$ cat src/rtl/hdmi_packet_pkg.sv
// Shared HDMI data island packet geometry and the BCH(64,56)/(32,24) parity step
// used by both the transmit-side assembler and the receive-side disassembler.
package hdmi_packet_pkg;

   localparam logic [7:0] BCH_POLY       = 8'b1000_0011;
   localparam int         PACKET_WORDS   = 32;
   localparam int         HEADER_BITS    = 24;
   localparam int         SUB_BITS       = 56;
   localparam int         ECC_BITS       = 8;
   localparam int         NUM_SUBS       = 4;
   localparam int         SUB_DATA_WORDS = SUB_BITS / 2;

   // One bit-serial step of the parity LFSR; LSB-first data order.
   function automatic logic [7:0] next_ecc(input logic [7:0] ecc, input logic data_bit);
      logic [7:0] shifted;
      shifted = ecc >> 1;
      return (ecc[0] ^ data_bit) ? (shifted ^ BCH_POLY) : shifted;
   endfunction

endpackage

$ cat src/rtl/bch_ecc_accumulator.sv
// Running BCH parity over one block, folding BITS_PER_CYCLE bits per clock
// (data_bits[0] is the earlier bit in stream order).
module bch_ecc_accumulator
   import hdmi_packet_pkg::*;
#(
   parameter int BITS_PER_CYCLE = 1
) (
   input  logic                      clk_pixel,
   input  logic                      reset,
   input  logic                      clear,
   input  logic                      enable,
   input  logic [BITS_PER_CYCLE-1:0] data_bits,
   output logic [ECC_BITS-1:0]       ecc
);

   logic [ECC_BITS-1:0] ecc_q;
   logic [ECC_BITS-1:0] ecc_d;

   always_comb begin
      ecc_d = ecc_q;
      if (clear) begin
         ecc_d = '0;
      end else if (enable) begin
         for (int k = 0; k < BITS_PER_CYCLE; k++) begin
            ecc_d = next_ecc(ecc_d, data_bits[k]);
         end
      end
   end

   always_ff @(posedge clk_pixel) begin
      if (reset) begin
         ecc_q <= '0;
      end else begin
         ecc_q <= ecc_d;
      end
   end

   assign ecc = ecc_q;

endmodule

$ cat src/rtl/packet_disassembler.sv
// Rebuilds an HDMI data island packet (header + four subpackets) from 32 TERC4
// packet words and reports per-block BCH parity agreement.
module packet_disassembler
   import hdmi_packet_pkg::*;
(
   input  logic                   clk_pixel,
   input  logic                   reset,
   input  logic                   data_island_period,
   input  logic [8:0]             packet_data,
   output logic [HEADER_BITS-1:0] header,
   output logic [SUB_BITS-1:0]    sub [NUM_SUBS],
   output logic                   header_ecc_ok,
   output logic [NUM_SUBS-1:0]    sub_ecc_ok,
   output logic                   packet_valid,
   output logic                   packet_aborted
);

   // Flow control: a word is accepted on every rising edge where
   // data_island_period is high (no backpressure); packet_valid and
   // packet_aborted are single-cycle pulses, header/sub/ecc flags hold otherwise.

   localparam logic [4:0] LAST_WORD     = 5'(PACKET_WORDS - 1);
   localparam int         BCH_WORD_BITS = SUB_BITS + ECC_BITS;

   logic [4:0]                                cnt_q, cnt_d;
   logic [PACKET_WORDS-1:0]                   bch4_q, bch4_d;
   logic [NUM_SUBS-1:0][BCH_WORD_BITS-1:0]    bch_q, bch_d;
   logic [HEADER_BITS-1:0]                    header_q, header_d;
   logic [NUM_SUBS-1:0][SUB_BITS-1:0]         sub_q, sub_d;
   logic                                      header_ok_q, header_ok_d;
   logic [NUM_SUBS-1:0]                       sub_ok_q, sub_ok_d;
   logic                                      valid_q, valid_d;
   logic                                      aborted_q, aborted_d;

   logic                                      last_word;
   logic                                      hdr_en;
   logic                                      sub_en;
   logic                                      acc_clear;
   logic [ECC_BITS-1:0]                       hdr_ecc;
   logic [NUM_SUBS-1:0][ECC_BITS-1:0]         sub_ecc;

   always_comb begin
      last_word = data_island_period && (cnt_q == LAST_WORD);
      hdr_en    = data_island_period && (cnt_q < 5'(HEADER_BITS));
      sub_en    = data_island_period && (cnt_q < 5'(SUB_DATA_WORDS));
      acc_clear = !data_island_period || (cnt_q == LAST_WORD);
   end

   bch_ecc_accumulator #(.BITS_PER_CYCLE(1)) u_hdr_ecc (
      .clk_pixel (clk_pixel),
      .reset     (reset),
      .clear     (acc_clear),
      .enable    (hdr_en),
      .data_bits (packet_data[0:0]),
      .ecc       (hdr_ecc)
   );

   for (genvar g = 0; g < NUM_SUBS; g++) begin : g_sub_ecc
      bch_ecc_accumulator #(.BITS_PER_CYCLE(2)) u_sub_ecc (
         .clk_pixel (clk_pixel),
         .reset     (reset),
         .clear     (acc_clear),
         .enable    (sub_en),
         .data_bits ({packet_data[5+g], packet_data[1+g]}),
         .ecc       (sub_ecc[g])
      );
   end

   // Every bit position is rewritten before the next completion, so a partial
   // packet left behind by an abort never needs an explicit flush.
   always_comb begin
      cnt_d  = data_island_period ? cnt_q + 5'd1 : '0;
      bch4_d = bch4_q;
      bch_d  = bch_q;
      if (data_island_period) begin
         bch4_d[cnt_q] = packet_data[0];
         for (int i = 0; i < NUM_SUBS; i++) begin
            bch_d[i][{cnt_q, 1'b0}] = packet_data[1+i];
            bch_d[i][{cnt_q, 1'b1}] = packet_data[5+i];
         end
      end
   end

   always_comb begin
      header_d    = header_q;
      sub_d       = sub_q;
      header_ok_d = header_ok_q;
      sub_ok_d    = sub_ok_q;
      valid_d     = last_word;
      aborted_d   = !data_island_period && (cnt_q != '0);
      if (last_word) begin
         header_d    = bch4_d[HEADER_BITS-1:0];
         header_ok_d = (bch4_d[PACKET_WORDS-1 -: ECC_BITS] == hdr_ecc);
         for (int i = 0; i < NUM_SUBS; i++) begin
            sub_d[i]    = bch_d[i][SUB_BITS-1:0];
            sub_ok_d[i] = (bch_d[i][BCH_WORD_BITS-1 -: ECC_BITS] == sub_ecc[i]);
         end
      end
   end

   always_ff @(posedge clk_pixel) begin
      if (reset) begin
         cnt_q       <= '0;
         bch4_q      <= '0;
         bch_q       <= '0;
         header_q    <= '0;
         sub_q       <= '0;
         header_ok_q <= 1'b0;
         sub_ok_q    <= '0;
         valid_q     <= 1'b0;
         aborted_q   <= 1'b0;
      end else begin
         cnt_q       <= cnt_d;
         bch4_q      <= bch4_d;
         bch_q       <= bch_d;
         header_q    <= header_d;
         sub_q       <= sub_d;
         header_ok_q <= header_ok_d;
         sub_ok_q    <= sub_ok_d;
         valid_q     <= valid_d;
         aborted_q   <= aborted_d;
      end
   end

   always_comb begin
      for (int i = 0; i < NUM_SUBS; i++) begin
         sub[i] = sub_q[i];
      end
   end

   assign header         = header_q;
   assign header_ecc_ok  = header_ok_q;
   assign sub_ecc_ok     = sub_ok_q;
   assign packet_valid   = valid_q;
   assign packet_aborted = aborted_q;

endmodule

$ cat config.mk
export PLATFORM = sky130hd
export DESIGN_NAME = packet_disassembler
export DESIGN_NICKNAME = d
export VERILOG_FILES = /design/src/rtl/hdmi_packet_pkg.sv /design/src/rtl/bch_ecc_accumulator.sv /design/src/rtl/packet_disassembler.sv
export SDC_FILE = /design/constraint.sdc
export NUM_CORES = 1
export LEC_CHECK = 0
export ABC_AREA = 1
export CORE_MARGIN = 2
export CORE_UTILIZATION = 35
export CTS_CLUSTER_DIAMETER = 60
export DETAILED_ROUTE_END_ITERATION = 16
export PLACE_DENSITY = 0.63
export REMOVE_ABC_BUFFERS = 1
export SLEW_MARGIN = 10
export SYNTH_ARGS = -nofsm -noshare
export SYNTH_HDL_FRONTEND = slang
export SYNTH_SLANG_ARGS = --single-unit
$ cat constraint.sdc
create_clock -name clk_pixel -period 2.25 [get_ports clk_pixel]
set_input_delay 0.45 -clock clk_pixel [delete_from_list [all_inputs] [get_ports clk_pixel]]
set_output_delay 0.45 -clock clk_pixel [all_outputs]
set_load 0.02 [all_outputs]
---- Word-level counts from Yosys, hierarchy flattened ----
Index checks and enable logic that the tools add are counted.
operators by class
  add/subtract/negate cells ............... 1
  magnitude comparators ................... 8
  equal/unequal tests ..................... 6
  multiplexer cells ....................... 26
  bitwise logic cells ..................... 19
  reductions and logical operators ........ 12
operators with widths
  kind                                                                   number
  64-bit bitwise mux                                                     8
  256-bit 2-to-1 mux                                                     1
  8-bit 2-to-1 mux                                                       9
  8-bit equality test                                                    5
  32-bit bitwise mux                                                     1
  32-bit 2-to-1 mux                                                      1
  2-bit inverter with 3-bit output                                       9
  1-bit demux with 5-bit select                                          3
  6-bit by 7-bit < comparator with 1-bit output, second input constant   2
  6-bit by 1-bit >= comparator with 1-bit output, second input constant  2
  5-bit < comparator, second input constant                              2
  1-bit XOR                                                              9
  1-bit logical AND                                                      7
  5-bit by 6-bit < comparator with 1-bit output, second input constant   1
  5-bit by 1-bit adder with 5-bit output, second input constant          1
  5-bit equality test, second input constant                             1
  5-bit by 1-bit >= comparator with 1-bit output, second input constant  1
  5-bit nonzero test                                                     1
  2-bit OR reduction                                                     2
  1-bit 2-to-1 mux                                                       3
  1-bit logical NOT                                                      1
  1-bit logical OR                                                       1
  1-bit inverter                                                         1
word-level totals
  register bits after elaboration ......... 588
  output and inout bits ................... 255
  logic and storage cells ................. 92

---- Depth between registers and ports, before layout ----
Gate-level depths: netlist of run 1.
  depth after elaboration ................. 8
  gate-level depth with buffers ........... 13

---- Modules after synthesis ----
A second synthesis of run 1 with hierarchy kept.
unflattened totals
  cells, all modules ...................... 3008
  area total of the unflattened synthesis .. 22914.5 um^2
modules (own cells, without submodules)
  module                                            times used  cells each  area an instance (um^2)  sequential area each (um^2)
  packet_disassembler                               1           2722        20958.9                  10970.5
  bch_ecc_accumulator (g_sub_ecc[0].u_sub_ecc ...)  4           59          394.1                    160.2
  bch_ecc_accumulator (u_hdr_ecc)                   1           50          379.1                    160.2

---- Worst setup path after synthesis of run 1 ----
OpenSTA, ideal clock, no wires.
  path kind ............................... register to register
  from .................................... reg cnt_q[0]
  to ...................................... reg header_q[21], in the netlist header[21]
  setup time .............................. 116 ps
  arrival time ............................ 1863 ps
  path slack .............................. 270 ps
  cell stages (with the launch flop) ...... 12
  path buffers ............................ 2
  path through ............................ dfxtp_1 > ha_1 > nand2_1 > nor2_1 > ha_1 > nand2_1 > clkinv_1 > clkbuf_1 > clkbuf_1 > nand2_1 > o211ai_1 > inv_1
between the ends
  word-level cells in the longest chain between the ends .. 6
  elaborated cells between the ends (all ways) .. 9
  classes of those cells .................. order compare (2); eq/ne (1); mux (4); reduce/logical (2)
ends and longest elaborated chain
  what                                                                                                                                   RTL line                    text
  from (decl)                                                                                                                            packet_disassembler.sv:25   logic [4:0] cnt_q, cnt_d;
  from (signal assigned)                                                                                                                 packet_disassembler.sv:113  cnt_q <= cnt_d;
  5-bit by 6-bit < comparator with 1-bit output (implied by the code) or 5-bit by 1-bit >= comparator with 1-bit output (tied branches)  packet_disassembler.sv:76   bch4_d[cnt_q] = packet_data[0];
  1-bit logical AND (implied by the code)                                                                                                packet_disassembler.sv:76
  1-bit 2-to-1 mux (implied by the code)                                                                                                 packet_disassembler.sv:76
  1-bit demux with 5-bit select                                                                                                          packet_disassembler.sv:76
  32-bit bitwise mux                                                                                                                     packet_disassembler.sv:76
  32-bit 2-to-1 mux                                                                                                                      packet_disassembler.sv:75   if (data_island_period) begin
  to (signal assigned)                                                                                                                   packet_disassembler.sv:116  header_q <= header_d;
  to (decl)                                                                                                                              packet_disassembler.sv:28   logic [HEADER_BITS-1:0] header_q, header_d;
Several ways; a longest one is shown, not always the timed one.
A chain may end at the register's enable or synchronous reset.

---- Worst setup path in the final report of run 1 ----
  from .................................... reg header_ok_q, in the netlist header_ecc_ok
  to ...................................... out header_ecc_ok
RTL lines
  what                    RTL line                    text
  from (decl)             packet_disassembler.sv:30   logic header_ok_q, header_ok_d;
  from (signal assigned)  packet_disassembler.sv:118  header_ok_q <= header_ok_d;
  to (decl)               packet_disassembler.sv:12   output logic header_ecc_ok,
No word-level cell between the ends.

==> results of run 1 <==
-- what timing repair did --
| action | in CTS | in global routing |
|---|---|---|
| hold buffers | 0 | 0 |
| resized for setup | 1 | 5 |
| setup buffers | 0 | 0 |
| endpoints found under the setup margin | 1 | 24 |
-- state kept, by name, indices dropped and copies added, names as in the netlist --
name,count
g_sub_ecc.u_sub_ecc.ecc,32
header,24
packet_aborted,1
u_hdr_ecc.ecc,8
sub,224
cnt_q,5
header_ecc_ok,1
bch4_q,32
packet_valid,1
bch_q,256
sub_ecc_ok,4
-- stage by stage --
step / TNS, ps / hold slack, ps / setup slack (ps) / power [mW]
4_1_cts: 0 / 306 / 64.9 / 22.7
5_1_grt: -1.00 / 345 / -1.00 / 23.1
3_3_place_gp: -21400 / 454 / -243 / 11.5
3_5_place_dp: -32180 / 464 / -288 / 11.5
6_report: 0 / 332 / 149 / 22.4
2_1_floorplan: -1933430 / 445 / -7640 / 11.0
-- cell usage in the layout (no fill, tap or decap), types with 68 or more instances in the layout --
cell	count
clkbuf_16	69
buf_12	68
o21ai_0	86
o211ai_1	258
clkdlybuf4s50_1	265
nor2_1	508
dfxtp_1	586
inv_1	313
buf_4	105
nand2_1	498
a21oi_1	272
-- worst reg2reg max path, delay by kind of cell, from the launching register on --
family / cells / cell delay (ps)
AOI/OAI and AO/OA: 1 / 110
adders and majority gates: 2 / 390
buffers and inverters: 3 / 520
DFF: 1 / 380
and+or+nand+nor: 7 / 610
-- kinds of logic (layout without fill, tap and decap cells) --
kind of cell               Yosys count  after routing  share of synthesized area (%)
xor gates and xnor gates            18             18                          0.716
DFF                                588            588                           53.5
buffers and inverters              521            888                           8.98
AOI/OAI and AO/OA                  626            626                           17.2
adders and majority gates            5              5                          0.284
and+or+nand+nor                   1089           1089                           19.3
-- per-layer routing --
layer / vias to the layer above / share of wire (%) / track usage (%)
met5: - / 0 / 0
li1: 9773 / - / -
met1: 8756 / 48 / 27.0
met3: 89 / 4.6 / 3.11
met2: 376 / 45 / 30.7
met4: 0 / 2.0 / 5.93
-- final timing paths --
path / startpoint / endpoint
worst max register to register: cnt_q[0] / sub_ecc_ok[2]
worst min-delay path: reset / cnt_q[2]
worst min register to register: cnt_q[0] / cnt_q[0]
worst max-delay path: header_ecc_ok / header_ecc_ok
-- where the power goes --
group          switching [mW]  internal (mW)  leakage (nW)
logic                   0.536          0.234          7.17
clock network            4.36           6.79          1.10
registers              0.0337           10.5          4.74
total                    4.93           17.5          13.0
-- final cells by class --
type | instances | area, um^2
multi-input cells | 1738 | 8280
clock inverters | 22 | 319
fillers | 6107 | 32500
clock buffers | 95 | 1920
inverters | 332 | 1280
repair buffers | 439 | 4820
well taps | 837 | 1050
flip-flops and latches | 588 | 11800
==> flow_summary.ini, run 1 <==
[cells_and_area]
final_util_pct = 47.5
final_area_mm2 = 0.0294
drive_gt1_share_pct = 9.61
synthToLayoutAreaGrowth_pct = 33.7
final_nets = 3184
diodes = 0
fin_cells = 4051

[yosys]
synth_ff_type = dfxtp_1
yosys.area.top_type_share_pct = 53.5
synth_edf_count = 0
ys_seq_elements = 588
yosysMostFrequentCell = dfxtp_1
ys_types = 26
ys_async_sr_fraction_pct = 0
synth.avg_cell_area_um2 = 7.73
synth_commonest_cells = 588 x dfxtp_1, 509 x nor2_1, 498 x nand2_1, 321 x inv_1, 272 x a21oi_1
syn_area_mm2 = 0.0220
synth.yosys.seq_area_share_pct = 53.5
synthCells = 2847
synth-warning-count = 0
synth_top_cell_by_area = dfxtp_1
synth_top_cells_by_area = dfxtp_1 53%, o211ai_1 8.8%, nor2_1 8.7%

[route]
firstDrtPassIters = 5
via_per_inst = 4.69
drtIter0Drc = 1097
drc = 0
wire_per_inst_um = 15.6
routed_wl_mm = 63.1
ant_nets = 0
num_vias = 19000

[global_route]
grt_pass1_wl_mm = 99.0
globalRoute.totalOverflow = 0
grt_usage_pct = 19.3
grt_pass1_vias = 17800
antenna_found_initial = 0
grt_max_degree = 158

[power_and_ir_drop]
peakVddDrop_uv = 398
leakagePower_nw = 13.0
power_density_mw_per_mm2 = 761

[setup_path]
setup.worst_path.class = register to primary output
slowest_stage = clkdlybuf4s50_1
crit_arrival_ps = 1650
required_ps = 1800
cp.buffers_inverters = 1
reg2reg_depth = 13
crit_path_max_incr_delay_ps = 640
rrSetupSlack_ps = 170
cp-start-kind = register
cp.depth = 1
end_kind = primary output
path_delay_family = buffers and inverters
crit_chain = clkdlybuf4s50_1
cp_max_fo = 2

[clocking]
cts_tree = yes
cts_buffers = 68
root_buffer = clkbuf_16
clkSlewWorstSetupHoldPaths_ps = 60
htree_levels = 3
worstSkewPairLatency_ps = 600
cts_max_path_buffers = 3
cts.sinks = 588

[floorplanning]
core_region_area_mm2 = 0.0619
top_level_ports = 267
fp.dieArea_mm2 = 0.0649
fp-row-count = 91
start_util_pct = 35.6
die_w_um = 255
die_y_um = 255

[sta]
hold_violations = 0
tightest_slew_ps = 932
final-max-slew-violation-count = 0
clock.fmax_mhz = 476
fin_skew_ps = 17.9
min_period_ps = 2100
setup_violations = 0
relSlewSlack_pct = 37.8
finalCritPeriodShare_pct = 93.4

[status]
status = complete, no violations

[worst_hold_path]
hold_path_class = input port to register
holdPathStages = 5

[placed_design]
portBuffers = 266
placed_area_mm2 = 0.0272
place_congestion = 0.845
dp_hpwl_mm = 41.0
dp_cells = 3934

[flow_run]
drv_cap = 0
(Power assumes the default switching activity.)
==> run 2: changes to the inputs <==
--- a/config.mk
+++ b/config.mk
@@ -12,7 +12,7 @@
 export DETAILED_ROUTE_END_ITERATION = 16
 export PLACE_DENSITY = 0.63
 export REMOVE_ABC_BUFFERS = 1
-export SLEW_MARGIN = 10
+export SLEW_MARGIN = 15
 export SYNTH_ARGS = -nofsm -noshare
 export SYNTH_HDL_FRONTEND = slang
 export SYNTH_SLANG_ARGS = --single-unit
==> results of run 2 <==
Same layout as run 1: the final DEF is identical, and so are final timing and power.
